`config.mk`:
```
export PLATFORM = sky130hd
export DESIGN_NAME = instr_fetch_reg
export DESIGN_NICKNAME = d
export VERILOG_FILES = /design/src/rtl/instr_fetch_reg_pkg.sv /design/src/rtl/instr_fetch_reg_field_decode.sv /design/src/rtl/instr_fetch_reg.sv
export SDC_FILE = /design/constraint.sdc
export NUM_CORES = 1
export LEC_CHECK = 0
export ABC_AREA = 0
export CORE_UTILIZATION = 44
export CTS_BUF_LIST = sky130_fd_sc_hd__clkbuf_16
export CTS_CLUSTER_DIAMETER = 120
export DETAILED_ROUTE_END_ITERATION = 6
export GPL_ROUTABILITY_DRIVEN = 0
export GPL_TIMING_DRIVEN = 0
export HOLD_SLACK_MARGIN = 0.03
export PLACE_DENSITY = 0.85
export SLEW_MARGIN = 40
export SYNTH_ARGS = -nofsm -noshare
export SYNTH_HDL_FRONTEND = slang
export SYNTH_HIERARCHICAL = 1
export SYNTH_SLANG_ARGS = --single-unit
export TNS_END_PERCENT = 20
```
`constraint.sdc`:
```
create_clock -name clk -period 2.4 [get_ports clk]
set_input_delay 0.6 -clock clk [delete_from_list [all_inputs] [get_ports clk]]
set_output_delay 0.6 -clock clk [all_outputs]
set_load 0.1 [all_outputs]
```
`src/rtl/instr_fetch_reg_pkg.sv`:
```
// Shared CPU definitions: instruction field positions, opcode constants,
// the NOP encoding and the fetch FSM state encoding.
package instr_fetch_reg_pkg;

    // All-zero word is the MIPS NOP (sll $0,$0,0).
    localparam logic [31:0] NOP_INSTR = 32'h0000_0000;

    // Instruction field bit positions.
    localparam int OPCODE_MSB = 31;
    localparam int OPCODE_LSB = 26;
    localparam int RS_MSB     = 25;
    localparam int RS_LSB     = 21;
    localparam int RT_MSB     = 20;
    localparam int RT_LSB     = 16;
    localparam int RD_MSB     = 15;
    localparam int RD_LSB     = 11;
    localparam int SHAMT_MSB  = 10;
    localparam int SHAMT_LSB  = 6;
    localparam int FUNCT_MSB  = 5;
    localparam int FUNCT_LSB  = 0;
    localparam int IMM_MSB    = 15;
    localparam int IMM_LSB    = 0;
    localparam int JT_MSB     = 25;
    localparam int JT_LSB     = 0;

    // Opcode constants used by the decode stage.
    localparam logic [5:0] OP_RTYPE = 6'h00;
    localparam logic [5:0] OP_J     = 6'h02;
    localparam logic [5:0] OP_JAL   = 6'h03;
    localparam logic [5:0] OP_BEQ   = 6'h04;
    localparam logic [5:0] OP_BNE   = 6'h05;
    localparam logic [5:0] OP_ADDI  = 6'h08;
    localparam logic [5:0] OP_LW    = 6'h23;
    localparam logic [5:0] OP_SW    = 6'h2B;

    // Fetch register FSM states.
    typedef enum logic [1:0] {
        ST_IDLE = 2'd0,
        ST_WAIT = 2'd1,
        ST_HOLD = 2'd2
    } fetch_state_t;

endpackage

```
`src/rtl/instr_fetch_reg_field_decode.sv`:
```
// Splits an instruction word into its MIPS fields. Purely combinational so
// the decode stage can reuse it without adding latency.
module field_decode
    import instr_fetch_reg_pkg::*;
(
    input  logic [31:0] instr,
    output logic [5:0]  opcode,
    output logic [4:0]  rs,
    output logic [4:0]  rt,
    output logic [4:0]  rd,
    output logic [4:0]  shamt,
    output logic [5:0]  funct,
    output logic [15:0] imm16,
    output logic [25:0] jtarget
);

    assign opcode  = instr[OPCODE_MSB:OPCODE_LSB];
    assign rs      = instr[RS_MSB:RS_LSB];
    assign rt      = instr[RT_MSB:RT_LSB];
    assign rd      = instr[RD_MSB:RD_LSB];
    assign shamt   = instr[SHAMT_MSB:SHAMT_LSB];
    assign funct   = instr[FUNCT_MSB:FUNCT_LSB];
    assign imm16   = instr[IMM_MSB:IMM_LSB];
    assign jtarget = instr[JT_MSB:JT_LSB];

endmodule

```
`src/rtl/instr_fetch_reg.sv`:
```
// Instruction register with memory handshake: captures the fetched word on
// request, waits for slow memory with a timeout, and keeps a free-running
// memory data register alongside.
module instr_fetch_reg
    import instr_fetch_reg_pkg::*;
#(
    parameter logic [31:0] RESET_INSTR = NOP_INSTR,
    parameter logic [7:0]  TIMEOUT     = 8'd16
) (
    input  logic        clk,
    input  logic        reset_n,
    input  logic        ir_write,
    input  logic        flush,
    input  logic [31:0] mem_rdata,
    input  logic        mem_valid,
    output logic [31:0] instr,
    output logic [5:0]  opcode,
    output logic [4:0]  rs,
    output logic [4:0]  rt,
    output logic [4:0]  rd,
    output logic [4:0]  shamt,
    output logic [5:0]  funct,
    output logic [15:0] imm16,
    output logic [25:0] jtarget,
    output logic [31:0] mdr,
    output logic        ir_valid,
    output logic        busy,
    output logic        fetch_err
);

    // Last WAIT count before giving up; TIMEOUT wait cycles in total.
    localparam logic [7:0] TIMEOUT_LAST = TIMEOUT - 8'd1;

    fetch_state_t state_q, state_d;
    logic [31:0]  instr_q, instr_d;
    logic         ir_valid_q, ir_valid_d;
    logic         fetch_err_q, fetch_err_d;
    logic [7:0]   wait_cnt_q, wait_cnt_d;
    logic [31:0]  mdr_q;

    // Next-state and next-register values; flush overrides every state.
    always_comb begin
        // NOTE: every signal gets its hold value first so no path leaves it
        // unassigned, which would otherwise infer a latch.
        state_d     = state_q;
        instr_d     = instr_q;
        ir_valid_d  = ir_valid_q;
        fetch_err_d = fetch_err_q;
        wait_cnt_d  = wait_cnt_q;

        if (flush) begin
            state_d    = ST_IDLE;
            instr_d    = RESET_INSTR;
            ir_valid_d = 1'b0;
            wait_cnt_d = 8'd0;
        end else begin
            case (state_q)
                ST_IDLE, ST_HOLD: begin
                    if (ir_write) begin
                        fetch_err_d = 1'b0;
                        if (mem_valid) begin
                            instr_d    = mem_rdata;
                            ir_valid_d = 1'b1;
                            state_d    = ST_HOLD;
                        end else begin
                            ir_valid_d = 1'b0;
                            wait_cnt_d = 8'd0;
                            state_d    = ST_WAIT;
                        end
                    end
                end
                ST_WAIT: begin
                    // ir_write is deliberately ignored while waiting.
                    if (mem_valid) begin
                        instr_d    = mem_rdata;
                        ir_valid_d = 1'b1;
                        wait_cnt_d = 8'd0;
                        state_d    = ST_HOLD;
                    end else if (wait_cnt_q == TIMEOUT_LAST) begin
                        fetch_err_d = 1'b1;
                        wait_cnt_d  = 8'd0;
                        state_d     = ST_IDLE;
                    end else begin
                        wait_cnt_d = wait_cnt_q + 8'd1;
                    end
                end
                default: begin
                    state_d    = ST_IDLE;
                    ir_valid_d = 1'b0;
                    wait_cnt_d = 8'd0;
                end
            endcase
        end
    end

    // FSM and instruction-register state.
    always_ff @(posedge clk or negedge reset_n) begin
        if (!reset_n) begin
            state_q     <= ST_IDLE;
            instr_q     <= RESET_INSTR;
            ir_valid_q  <= 1'b0;
            fetch_err_q <= 1'b0;
            wait_cnt_q  <= 8'd0;
        end else begin
            // NOTE: non-blocking assignments so every register samples the
            // pre-edge values, independent of statement order.
            state_q     <= state_d;
            instr_q     <= instr_d;
            ir_valid_q  <= ir_valid_d;
            fetch_err_q <= fetch_err_d;
            wait_cnt_q  <= wait_cnt_d;
        end
    end

    // Memory data register: loads whenever memory presents data.
    always_ff @(posedge clk or negedge reset_n) begin
        // NOTE: mdr is a datapath register but still reset, since its value
        // is architecturally visible right after reset.
        if (!reset_n) begin
            mdr_q <= 32'd0;
        end else if (mem_valid) begin
            mdr_q <= mem_rdata;
        end
    end

    assign instr     = instr_q;
    assign mdr       = mdr_q;
    assign ir_valid  = ir_valid_q;
    assign fetch_err = fetch_err_q;
    assign busy      = (state_q == ST_WAIT);

    field_decode u_field_decode (
        .instr   (instr_q),
        .opcode  (opcode),
        .rs      (rs),
        .rt      (rt),
        .rd      (rd),
        .shamt   (shamt),
        .funct   (funct),
        .imm16   (imm16),
        .jtarget (jtarget)
    );

endmodule

```
Word-level counts from Yosys, hierarchy flattened
Cells that the tools add are included.
{ "word_totals": {"register_bits": 76, "input_bits": 37, "output_inout_bits": 141} }
{ "op_classes": {"addsub": 1, "eq_ne": 10, "n_mux": 25, "bitwise": 1, "reduce_logical": 9} }
{ "op_table": {"columns": ["op", "count"], "rows": [
  ["$mux 32", 3],
  ["$pmux 32 s2", 1],
  ["$mux 8", 5],
  ["$pmux 8 s2", 1],
  ["$mux 2", 5],
  ["$ne 3x3->1 const B", 3],
  ["$add 8x1->8 const B", 1],
  ["$eq 8x4->1 const B", 1],
  ["$reduce_and 2->1", 4],
  ["$mux 1", 7],
  ["$reduce_and 5->1", 1],
  ["$ne 2x2->1 const B", 2],
  ["$ne 4x3->1 const B", 1],
  ["$pmux 1 s2", 2],
  ["$pmux 2 s2", 1],
  ["$reduce_bool 3->1", 1],
  ["$eq 2x1->1 const B", 1],
  ["$eq 2x2->1 const B", 1],
  ["$logic_not 2->1", 1],
  ["$ne 2x1->1 const B", 1],
  ["$reduce_bool 2->1", 1],
  ["$reduce_or 2->1", 1],
  ["$not 1->1", 1]
]} }

Depth between registers and ports, before layout
{ "depth": {"depth_word": 5, "mapped_depth": 5, "ltp_nobuf": 5} }

By module
Netlist, hierarchy kept.
{ "by_module_without_submodules": {"columns": ["mod", "instances", "cells_per_inst", "area_each_um2"], "rows": [
  ["instr_fetch_reg", 1, 273, 3095.5],
  ["field_decode", 1, 74, 555.5]
]} }

Least setup slack after synthesis
Ideal clock, no wire load.
{ "synth_path": {"path_type": "register to output", "from": "register instr_q[0], in the netlist instr[0]", "to": "output port funct[0]", "arrival_ps": 1373, "path_slack_ps": 427, "path_stages_with_launch": 2, "cell_sequence": "dfrtp_1 > buf_4"} }
{ "synth_rtl": {"columns": ["item", "line", "text"], "rows": [
  ["start: declaration", "instr_fetch_reg.sv:35", "logic [31:0] instr_q, instr_d;"],
  ["start signal: assignment", "instr_fetch_reg.sv:108", "instr_q <= instr_d;"],
  ["end: declaration", "instr_fetch_reg.sv:22", "output logic [5:0] funct,"]
]} }
No word-level cell between the ends.

Final worst setup path
{ "layout_path": {"from": "register state_q[1]", "to": "output port busy"} }
{ "layout_via": {"elab_chain_cells": 1} }
{ "layout_rtl": {"columns": ["item", "line", "text"], "rows": [
  ["start: declaration", "instr_fetch_reg.sv:34", "fetch_state_t state_q, state_d;"],
  ["start signal: assignment", "instr_fetch_reg.sv:107", "state_q <= state_d;"],
  ["$eq 2x1->1", "instr_fetch_reg.sv:130", "assign busy = (state_q == ST_WAIT);"],
  ["end: declaration", "instr_fetch_reg.sv:27", "output logic busy,"]
]} }
No other way between the ends.

==> results.toml <==
[status]
status = "finished, final reports clean"

[route]
met2_length_mm = 4.41
vias_per_cell = 4.62
met3RoutedLength_um = 567
avgRoutedWirePerCell_um = 13.6
dr.first_iter.drc_count = 68
num_vias = 2967
top_layer_used = "met4"
detail_route.first_pass.iterations = 5
wl_met1_mm = 3.64
drc = 0
antenna_left = 0
drt-total-wl_mm = 8.73

[layout]
final_net_count = 573
drive_gt1_frac = 0.520
final_common_cell = "buf_2"
antenna_cells = 0
most-common-layout-cells = "buf_2, buf_4, dfrtp_1"
syn2layout_area_growth_pct = 41.9

[cts]
root_buffer = "clkbuf_16"
cts_tree = "done"
ctsHoldBuffers = 0
htree_num_levels = 3
clock-sinks = 76
path_clk_slew_ns = 0.06
clock_latency_ns = 0.32
clk_path_buf_depth = 2
cts_resized = 0
numCtsBuffers = 9
cts_setup_buffers = 0

[floorplanning]
die_h_um = 93.1
die_w_um = 93.1
num_rows = 32
core_area_mm2 = 0.00789
start_util = 0.463
ioPinCount = 178
dieArea_mm2 = 0.00867

[setup_path]
cp-end-kind = "primary output"
cp_data_arrival_time_ns = 1.49
cpMaxStageDelayCell = "buf_2"
worstSetupPathType = "flip-flop to primary output"
slowest_delay_ns = 0.47
worstPathMaxFanout = 4
worstPathCellList = "and2b_1, buf_2"
worstPathRequired_ns = 1.80
crit_path_start_kind = "flip-flop"
r2r_setup_slack_ns = 0.83

[timing]
period_share = 0.872
worst_slack_ns = 0.307
period_minus_slack_ns = 2.09
rsz0062_at_grt = "false"
fmax_mhz = 478
setup_viol = 0
relSlewSlack = 0.655
skew_ns = 0.00355
tightest_slew_ns = 0.516
finalHoldWorstSlack_ns = 0.137
slew_violations = 0
hold_viol_final = 0

[synthesis]
synth_cell_types = 29
synth-seq-cells = 76
ys_warn_count = 6
synthCells = 347
syn_area_mm2 = 0.00365
syn_area_per_cell_um2 = 10.5
synthesis.nets = 385
seq_area_frac_synth = 0.521

[grt]
grt_pass1_wl_mm = 14.0
grt_pass1_vias = 2751
grt_max_degree = 49
grt_antenna_before_repair = 0
grt_overflow = 0
track_usage = 0.207

[min_path]
hp-class = "primary input to asynchronous set/reset pin"

[pwr]
p_per_area_mw_per_mm2 = 869
p_leak_nw = 2.76
peakVddDrop_v = 0.000510
p_total_w = 0.00450

[job]
maxCapViolations = 0

[place]
numPortBuffers = 176
place_hpwl_mm = 6.59
dpl_worst_slack_ns = 0.172
==> flip-flops by register name, indices dropped and copies added, names as in the netlist <==
| name | flops |
|---|---|
| fetch_err | 1 |
| instr | 32 |
| ir_valid | 1 |
| mdr | 32 |
| state_q | 2 |
| wait_cnt_q | 8 |
==> critical path: cells and delay by family, from the launching register on <==
| kind | cells | cell delay (ns) |
|---|---|---|
| buffers and inverters | 1 | 0.47 |
| flip-flops | 1 | 0.41 |
| AND/OR/NAND/NOR | 1 | 0.29 |
==> metrics by stage <==
stage               instance area (um^2)   util  setup TNS [ns]  cells
floorplan                           3650      -               0    347
global placement                    5540  0.702         -141.17    625
detailed placement                  4860  0.617               0    626
CTS                                 5180  0.657               0    642
global route                        5180  0.657               0    642
finish                              5180  0.657               0    642
==> area by class of cell <==
cell class / instances / area (um^2)
clock buffer: 9 / 225
timing repair buffer: 177 / 1080
multi-input combinational: 180 / 1100
sequential: 76 / 1900
fill: 648 / 2710
tap: 102 / 128
buffer: 88 / 637
clock inverter: 7 / 92.6
inverter: 3 / 11.3
==> report_power, final <==
part	internal, W	total (W)	switching [W]
registers	0.00137	0.00143	0.0000631
clock network	0.000906	0.00142	0.000510
logic	0.000316	0.00165	0.00134
total	0.00259	0.00450	0.00191
==> final timing paths <==
| check | cells past startpoint | end | from |
|---|---|---|---|
| setup / recovery | 2 | busy | state_q[1] |
| hold / removal | 1 | fetch_err | reset_n |
| setup reg to reg | 4 | wait_cnt_q[3] | wait_cnt_q[4] |
| hold reg to reg | 1 | mdr[12] | mdr[12] |
| max in group asynchronous | 2 | instr[15] | reset_n |
| min in group clk | 1 | mdr[12] | mdr[12] |
==> cells by family (layout without fill, tap and decap cells) <==
| group | count (synthesis) | count (layout) | synth area share |
|---|---|---|---|
| AO/OA/AOI/OAI | 52 | 52 | 0.0823 |
| multiplexers | 33 | 33 | 0.101 |
| buffers and inverters | 91 | 284 | 0.178 |
| flip-flops | 76 | 76 | 0.521 |
| XOR/XNOR | 5 | 5 | 0.0120 |
| adder cells (fa/ha/maj) | 1 | 1 | 0.00343 |
| AND/OR/NAND/NOR | 89 | 89 | 0.102 |
==> synth_stat cells <==
master,number,share of area
a2111oi_4,1,0.0075
a211oi_1,2,0.0041
a21oi_1,39,0.053
a22o_1,1,0.0024
a31oi_1,1,0.0017
and2_1,1,0.0017
and2b_1,1,0.0021
and3_1,1,0.0017
buf_2,5,0.0069
buf_4,80,0.16
clkbuf_1,3,0.0031
dfrtp_1,76,0.52
ha_1,1,0.0034
inv_1,3,0.0031
mux2_2,32,0.099
mux2i_1,1,0.0027
nand2_1,70,0.072
nand2b_2,1,0.0024
nand3_1,2,0.0027
nand4_1,1,0.0017
nor2_1,7,0.0072
nor2_2,1,0.0017
nor2b_1,2,0.0034
nor4_1,1,0.0017
nor4b_2,1,0.0041
o21a_2,1,0.0024
o21ai_0,6,0.0082
o21ai_2,1,0.0024
xnor2_1,5,0.012
==> layer usage <==
metal | vias to the layer above | global-route usage
met2 | 113 | 0.346
met4 | 0 | 0.0692
met5 | - | 0
met3 | 9 | 0.0415
met1 | 1391 | 0.269
li1 | 1454 | -
(Power assumes the default switching activity.)
